--- src/rtl/chan_mux_seq_pkg.sv ---
// chan_mux_pkg: mode constants, handshake states and default-word helper
package chan_mux_pkg;
  localparam logic MODE_MANUAL = 1'b0;
  localparam logic MODE_SCAN = 1'b1;
  typedef enum logic {EMPTY, FULL} state_t;
  function automatic logic [63:0] all_ones(input int w);
    return (w >= 64) ? '1 : (64'd1 << w) - 64'd1;
  endfunction
endpackage

--- src/rtl/chan_mux_seq_scan_ctr.sv ---
// chan_scan_ctr: dwell counter and wrapping channel counter, cleared on a manual->scan edge
module chan_scan_ctr import chan_mux_pkg::*; #(
  parameter int NCH = 4,
  parameter int SELW = 4,
  parameter int DWELL = 4
) (
  input  logic            clk,
  input  logic            rst_n,
  input  logic            mode_i,
  input  logic            step_i,
  output logic [SELW-1:0] scan_ch_o
);
  localparam int CW = $clog2(DWELL + 1);
  logic mode_q, clr, wrap;
  logic [SELW-1:0] ch_q, ch_b, ch_d;
  logic [CW-1:0] cnt_q, cnt_b, cnt_d;
  // the edge clears the counters combinationally so an accept on that edge sees channel 0
  always_comb begin
    clr = (mode_i == MODE_SCAN) && (mode_q == MODE_MANUAL);
    ch_b = clr ? '0 : ch_q;
    cnt_b = clr ? '0 : cnt_q;
    wrap = cnt_b == CW'(DWELL - 1);
    cnt_d = step_i ? (wrap ? '0 : cnt_b + 1'b1) : cnt_b;
    ch_d = (step_i && wrap) ? ((ch_b == SELW'(NCH - 1)) ? '0 : ch_b + 1'b1) : ch_b;
    scan_ch_o = ch_b;
  end
  always_ff @(posedge clk or negedge rst_n)
    if (!rst_n) begin
      mode_q <= MODE_MANUAL;
      ch_q <= '0;
      cnt_q <= '0;
    end else begin
      mode_q <= mode_i;
      ch_q <= ch_d;
      cnt_q <= cnt_d;
    end
endmodule

--- src/rtl/chan_mux_seq.sv ---
// chan_mux_seq: registered N-channel word selector with valid/ready handshake and scan mode
module chan_mux_seq import chan_mux_pkg::*; #(
  parameter int WIDTH = 4,
  parameter int NCH = 4,
  parameter int SELW = 4,
  parameter logic [WIDTH-1:0] DEFAULT = WIDTH'(all_ones(WIDTH)),
  parameter int DWELL = 4
) (
  input  logic               clk,
  input  logic               rst_n,
  input  logic [NCH*WIDTH-1:0] din_i,
  input  logic [SELW-1:0]    sel_i,
  input  logic               mode_i,
  input  logic               in_valid_i,
  output logic               in_ready_o,
  output logic [WIDTH-1:0]   out_data_o,
  output logic [SELW-1:0]    out_ch_o,
  output logic               out_err_o,
  output logic               out_valid_o,
  input  logic               out_ready_i
);
  state_t state_q;
  logic acc, hit_d;
  logic [SELW-1:0] scan_ch, ch_d;
  logic [WIDTH-1:0] word_d;
  assign out_valid_o = state_q == FULL;
  assign in_ready_o = !out_valid_o || out_ready_i;
  assign acc = in_valid_i && in_ready_o;
  chan_scan_ctr #(.NCH(NCH), .SELW(SELW), .DWELL(DWELL)) u_scan (
    .clk(clk),
    .rst_n(rst_n),
    .mode_i(mode_i),
    .step_i(acc && (mode_i == MODE_SCAN)),
    .scan_ch_o(scan_ch)
  );
  always_comb begin
    ch_d = (mode_i == MODE_SCAN) ? scan_ch : sel_i;
    word_d = DEFAULT;
    hit_d = 1'b0;
    for (int k = 0; k < NCH; k++)
      if (ch_d == SELW'(k)) begin
        word_d = din_i[k*WIDTH +: WIDTH];
        hit_d = 1'b1;
      end
  end
  always_ff @(posedge clk or negedge rst_n)
    if (!rst_n) begin
      state_q <= EMPTY;
      out_data_o <= DEFAULT;
      out_ch_o <= '0;
      out_err_o <= 1'b0;
    end else if (acc) begin
      state_q <= FULL;
      out_data_o <= word_d;
      out_ch_o <= ch_d;
      out_err_o <= !hit_d;
    end else if (out_ready_i)
      state_q <= EMPTY;
endmodule

--- config.mk ---
export PLATFORM = sky130hd
export DESIGN_NAME = chan_mux_seq
export DESIGN_NICKNAME = d
export VERILOG_FILES = /design/src/rtl/chan_mux_seq_pkg.sv /design/src/rtl/chan_mux_seq_scan_ctr.sv /design/src/rtl/chan_mux_seq.sv
export SDC_FILE = /design/constraint.sdc
export NUM_CORES = 1
export LEC_CHECK = 0
export BUFFER_PORTS_ARGS = -buffer_cell sky130_fd_sc_hd__buf_2
export CORE_MARGIN = 3
export CORE_UTILIZATION = 35
export CTS_BUF_LIST = sky130_fd_sc_hd__clkbuf_4 sky130_fd_sc_hd__clkbuf_8
export CTS_CLUSTER_SIZE = 28
export DETAILED_ROUTE_END_ITERATION = 6
export GPL_ROUTABILITY_DRIVEN = 0
export PLACE_DENSITY = 0.61
export SLEW_MARGIN = 20
export SYNTH_ARGS = -nofsm -noshare
export SYNTH_HDL_FRONTEND = slang
export SYNTH_SLANG_ARGS = --single-unit
--- constraint.sdc ---
create_clock -name clk -period 1.8 [get_ports clk]
set_input_delay 0.54 -clock clk [delete_from_list [all_inputs] [get_ports clk]]
set_output_delay 0.54 -clock clk [all_outputs]
set_load 0.02 [all_outputs]
* Yosys cells after proc, flatten, opt, wreduce, memory -nomap -nowiden
Cells that the tools add are included. W data, S select, Z words.
Operators by class: add/sub/neg operators 2, multiply operators 0, div/mod/pow operators 0, magnitude comparators 0, equality and inequality tests 5, shifts and indexed selects 0, mux-type cells 17, bitwise operators 1, reduce and logical (&&, ||, !) cells 9
Operators by type and width (count):
- $mux W4 | 8
- $eq A4 B2 Y1 const B | 3
- $mux W3 | 3
- $mux W1 | 6
- $add A4 B1 Y4 const B | 1
- $eq A4 B1 Y1 const B | 1
- $logic_and A1 B1 Y1 | 4
- $logic_not A4 Y1 | 1
- $add A3 B1 Y3 const B | 1
- $eq A3 B2 Y1 const B | 1
- $logic_not A1 Y1 | 2
- $reduce_bool A2 Y1 | 1
- $logic_or A1 B1 Y1 | 1
- $not A1 Y1 | 1
Storage, ports and cells: flip-flop bits (word level) 18, latch bits 0, memory bits (writable) 0, bits in read-only memories 0, input port bits 25, output and inout bits 11, memories kept 0

* Longest topological paths before layout
depth after elaboration 10, depth in mapped cells 6, depth with buffers taken out 6

* Modules after synthesis
From an unflattened synthesis, not the netlist that was laid out.
Second synthesis, totals: cell total of the unflattened synthesis 87, area total of the unflattened synthesis 1007.2 sq um
By module, submodules not included:
- chan_mux_seq | instances 1, cells an instance 54, area an instance 583.1 sq um, seq. area each 255.2 sq um
- chan_scan_ctr | instances 1, cells an instance 33, area an instance 424.2 sq um, seq. area each 200.2 sq um

* Worst setup path before layout
No wires, ideal clock.
kind input to register, start point input port mode_i, end point register u_scan.ch_q[2], arrival time 1.637 ns, data required time 1.713 ns, setup slack 0.077 ns, stages 6, buffers on the path 0, cell sequence nand2b_1 and2_1 ha_1 nand4_2 or4_1 o211ai_1
Between the ends: cells in the longest elaborated chain, start to end 5
Ends and longest elaborated chain:
- start: declaration | RTL line chan_mux_seq.sv:13 | input logic mode_i,
- $logic_and A1 B1 Y1 | RTL line chan_mux_seq_scan_ctr.sv:19 | clr = (mode_i == MODE_SCAN) && (mode_q == MODE_MANUAL);
- $mux W4 / $mux W3 (equally long branches) | RTL line chan_mux_seq_scan_ctr.sv:20, chan_mux_seq_scan_ctr.sv:21
- $add A4 B1 Y4, or another cell as far along | RTL line chan_mux_seq_scan_ctr.sv:24 | ch_d = (step_i && wrap) ? ((ch_b == SELW'(NCH - 1)) ? '0 : ch_b + 1'b1) : ch_b;
- $mux W4 / $logic_and A1 B1 Y1 (equally long branches) | RTL line chan_mux_seq_scan_ctr.sv:24
- $mux W4 * | RTL line chan_mux_seq_scan_ctr.sv:24
- named net u_scan.ch_d[2] | RTL line chan_mux_seq_scan_ctr.sv:15 | logic [SELW-1:0] ch_q, ch_b, ch_d;
- end signal: assignment | RTL line chan_mux_seq_scan_ctr.sv:34 | ch_q <= ch_d;
- end: declaration | RTL line chan_mux_seq_scan_ctr.sv:15
Mark *: on every way through the listed nets, which the timed path passes. The rest lies on a longest branch. A chain may end at the register's enable or synchronous reset.

* Worst setup path after layout
start point register u_scan.mode_q, end point register u_scan.ch_q[2]
Between the ends: cells in the longest elaborated chain, start to end 6
Ends and longest elaborated chain:
- start: declaration | RTL line chan_mux_seq_scan_ctr.sv:14 | logic mode_q, clr, wrap;
- start signal: assignment | RTL line chan_mux_seq_scan_ctr.sv:33 | mode_q <= mode_i;
- $not A1 Y1 * | RTL line chan_mux_seq_scan_ctr.sv:19
- $logic_and A1 B1 Y1 * | RTL line chan_mux_seq_scan_ctr.sv:19
- $mux W4 / $mux W3 (equally long branches) | RTL line chan_mux_seq_scan_ctr.sv:20, chan_mux_seq_scan_ctr.sv:21
- $add A4 B1 Y4, or another cell as far along | RTL line chan_mux_seq_scan_ctr.sv:24
- $mux W4 / $logic_and A1 B1 Y1 (equally long branches) | RTL line chan_mux_seq_scan_ctr.sv:24
- $mux W4 * | RTL line chan_mux_seq_scan_ctr.sv:24
- named net u_scan.ch_d[2] | RTL line chan_mux_seq_scan_ctr.sv:15
Marks and branches as above.

==> results.ini <==
[run_status]
status = finished clean

[clock_tree]
insertion_delay_ns = 0.29
clock_path_buffers = 2
cts_made_buffers = 3
cts_resized = 0
cts_hold_buf = 0
clk_pin_slew_ns = 0.10
cts_sinks = 18
root_buffer = clkbuf_4
htreeDepth = 1
postCtsSetupBuffers = 0
cts_tree = yes

[cells_and_area]
drive_gt1_frac = 0.344
num_antenna_cells = 0
syn2layout_area_growth_pct = 26.6
fin_nets = 181

[global_route]
grt_usage = 0.148
grt_first_pass_wirelength_um = 4000
antenna_found_initial = 0
use_met3 = 0.0383
grtUsageMet2 = 0.252
grt_max_degree = 25
grt_pass1_vias = 891
overflow = 0
use_met1 = 0.191
top_usage_layer = met2

[sta]
maxSlewViolCount = 0
setup_viol = 0
finalSetupTns_ns = 0
hold_viol = 0
fmax_mhz = 628
period_minus_slack_ns = 1.59
min_period_over_period = 0.885
rsz0062_at_grt = no
fin_ws_ns = 0.208
fin_skew_ns = 0.00276
tightest_slew_ns = 0.399
slew_headroom = 0.734

[critical_path]
r2r_slack_ns = 0.21
max_stage_delay_ns = 0.47
path_cells = nand2b_1 > and2_1 > ha_1 > nand4_2 > or4_1 > o211ai_1
path_delay_family = simple AND/OR/NAND/NOR gates
r2r_cells = 6
criticalPathCategory = reg2reg
setup.worst_path.start = u_scan.mode_q
r2r_end = u_scan.ch_q[2]
cp_num_buf_inv = 0
r2r-start = u_scan.mode_q
endpoint_kind = flop
crit_slowest_cell = or4_1
arrival_ns = 1.81
crit_fanout = 3
cp-start-kind = flop
cp.required_ns = 2.02

[routing]
drc = 0
drt-total-wl_um = 2470
vias_per_cell = 5.31
antenna_left = 0
dr_total_vias = 982
dr.pass1.iters = 4
drt-wirelength-per-cell_um = 13.4
drtIter0Drc = 73

[floorplanning]
dieHeight_um = 60.4
dieArea_um2 = 3640
core_area_um2 = 2780
row_count = 19
die_x_um = 60.4
boundaryPins = 36
start_util = 0.372

[yosys]
yosysSeqAreaShare = 0.440
synth_nets = 139
synth.distinct_cells = 35
synth_area_um2 = 1030
yosysWarnings = 0
synth_cells = 113
ys_seq_elements = 18
avgSynthCellArea_um2 = 9.16

[power]
max-vdd-ir-drop_mv = 0.471
power_density_nw_per_um2 = 743
p_leak_nw = 0.660
finalPower_w = 0.000973

[place]
io_buffers = 35
hpwl_um = 1980
pre_cts_ws_ns = -0.0659

[run]
max_cap_violations = 0

[min_path]
hold_class = in2async

## worst register-to-register path, cell delays in order, from the launching register on
cell and delay, ns:
dfrtp_1 0.36, nand2b_1 0.14, and2_1 0.16, ha_1 0.18
nand4_2 0.10, or4_1 0.47, o211ai_1 0.10
## cells in the mapped netlist
cell type	number	area [um2]
a21boi_0	2	15.0
nor2_1	2	7.51
inv_1	2	7.51
o211ai_1	3	22.5
o31ai_1	4	30.0
dfrtp_1	14	350
nand2_1	19	71.3
nand2b_2	1	8.76
nor3b_1	1	7.51
a21oi_1	5	25.0
and4b_1	1	10.0
xnor2_1	1	8.76
nand4_1	1	6.26
mux2i_1	1	10.0
a31oi_1	4	25.0
and3_1	5	31.3
and2_1	3	18.8
nand3_1	3	15.0
dfstp_2	4	105
nor2b_1	1	6.26
buf_2	2	10.0
o21bai_1	9	67.6
o21ai_0	3	15.0
and4_1	1	8.76
or4_1	1	7.51
clkbuf_1	2	7.51
mux2_2	1	11.3
nand4_2	1	12.5
nand2b_1	6	37.5
and3b_1	2	17.5
o22ai_1	1	6.26
a211oi_1	4	30.0
buf_1	1	3.75
ha_1	1	12.5
nor3_1	1	5.00
## how the worst max path moves through the flow
| stage | cells past startpoint | slack (ns) | endpoint |
|---|---|---|---|
| 2_1_floorplan | 6 | 0.08 | u_scan.ch_q[2] |
| 3_5_place_dp | 7 | -0.07 | u_scan.ch_q[2] |
| 6_report | 6 | 0.21 | u_scan.ch_q[2] |
| 5_1_grt | 6 | 0.07 | u_scan.ch_q[2] |
| 4_1_cts | 6 | 0.18 | u_scan.ch_q[2] |
| 3_3_place_gp | 7 | -0.008 | u_scan.ch_q[2] |
## registers in the layout (all words and copies together) (netlist names)
register,flops
out_ch_o,4
out_valid_o,1
u_scan.cnt_q,3
u_scan.ch_q,4
u_scan.mode_q,1
out_err_o,1
out_data_o,4
## layout by cell type, fill, tap and decap left out, types with 5 or more instances in the layout
cell and n:
dfrtp_1 14, a21oi_1 5, nand2b_1 6, o21bai_1 9, buf_4 7, nand2_1 19
and3_1 5, buf_2 35
## cells by family (layout without fill, tap and decap cells)
family | Yosys count | in the layout | share of synthesized area
simple gates | 49 | 49 | 0.262
compound gates | 35 | 35 | 0.229
flops | 18 | 18 | 0.440
buf+inv | 7 | 48 | 0.0278
mux | 2 | 2 | 0.0206
fa+ha+maj | 1 | 1 | 0.0121
xor+xnor | 1 | 1 | 0.00847
## final cells by class
type | count | area [um2]
Clock buffer | 4 | 30.0
Fill cell | 279 | 1470
Inverter | 2 | 7.51
Multi-Input combinational cell | 88 | 551
Sequential cell | 18 | 455
Tap cell | 31 | 38.8
Timing Repair Buffer | 42 | 228
## stage by stage
stage | utilization | instances | hold slack [ns] | area, um2
after floorplan | - | 113 | 0.244 | 1030
final | 0.471 | 185 | 0.154 | 1310
after global placement | 0.460 | 181 | 0.458 | 1280
after CTS | 0.471 | 185 | 0.164 | 1310
after global routing | 0.471 | 185 | 0.163 | 1310
after detailed placement | 0.460 | 181 | 0.464 | 1280
## layer usage
metal,wire (um),up-vias
li1,-,495
met1,1050,454
met2,1230,31
met3,182,2
met4,10,0
met5,0,-
## power breakdown
part           switching, W  leakage, nW  internal (W)
sequential        0.0000241        0.221      0.000463
combinational      0.000148        0.420      0.000112
clock              0.000125       0.0184      0.000101
total              0.000297        0.660      0.000676
No activity file was read; power rests on OpenSTA's default activity.
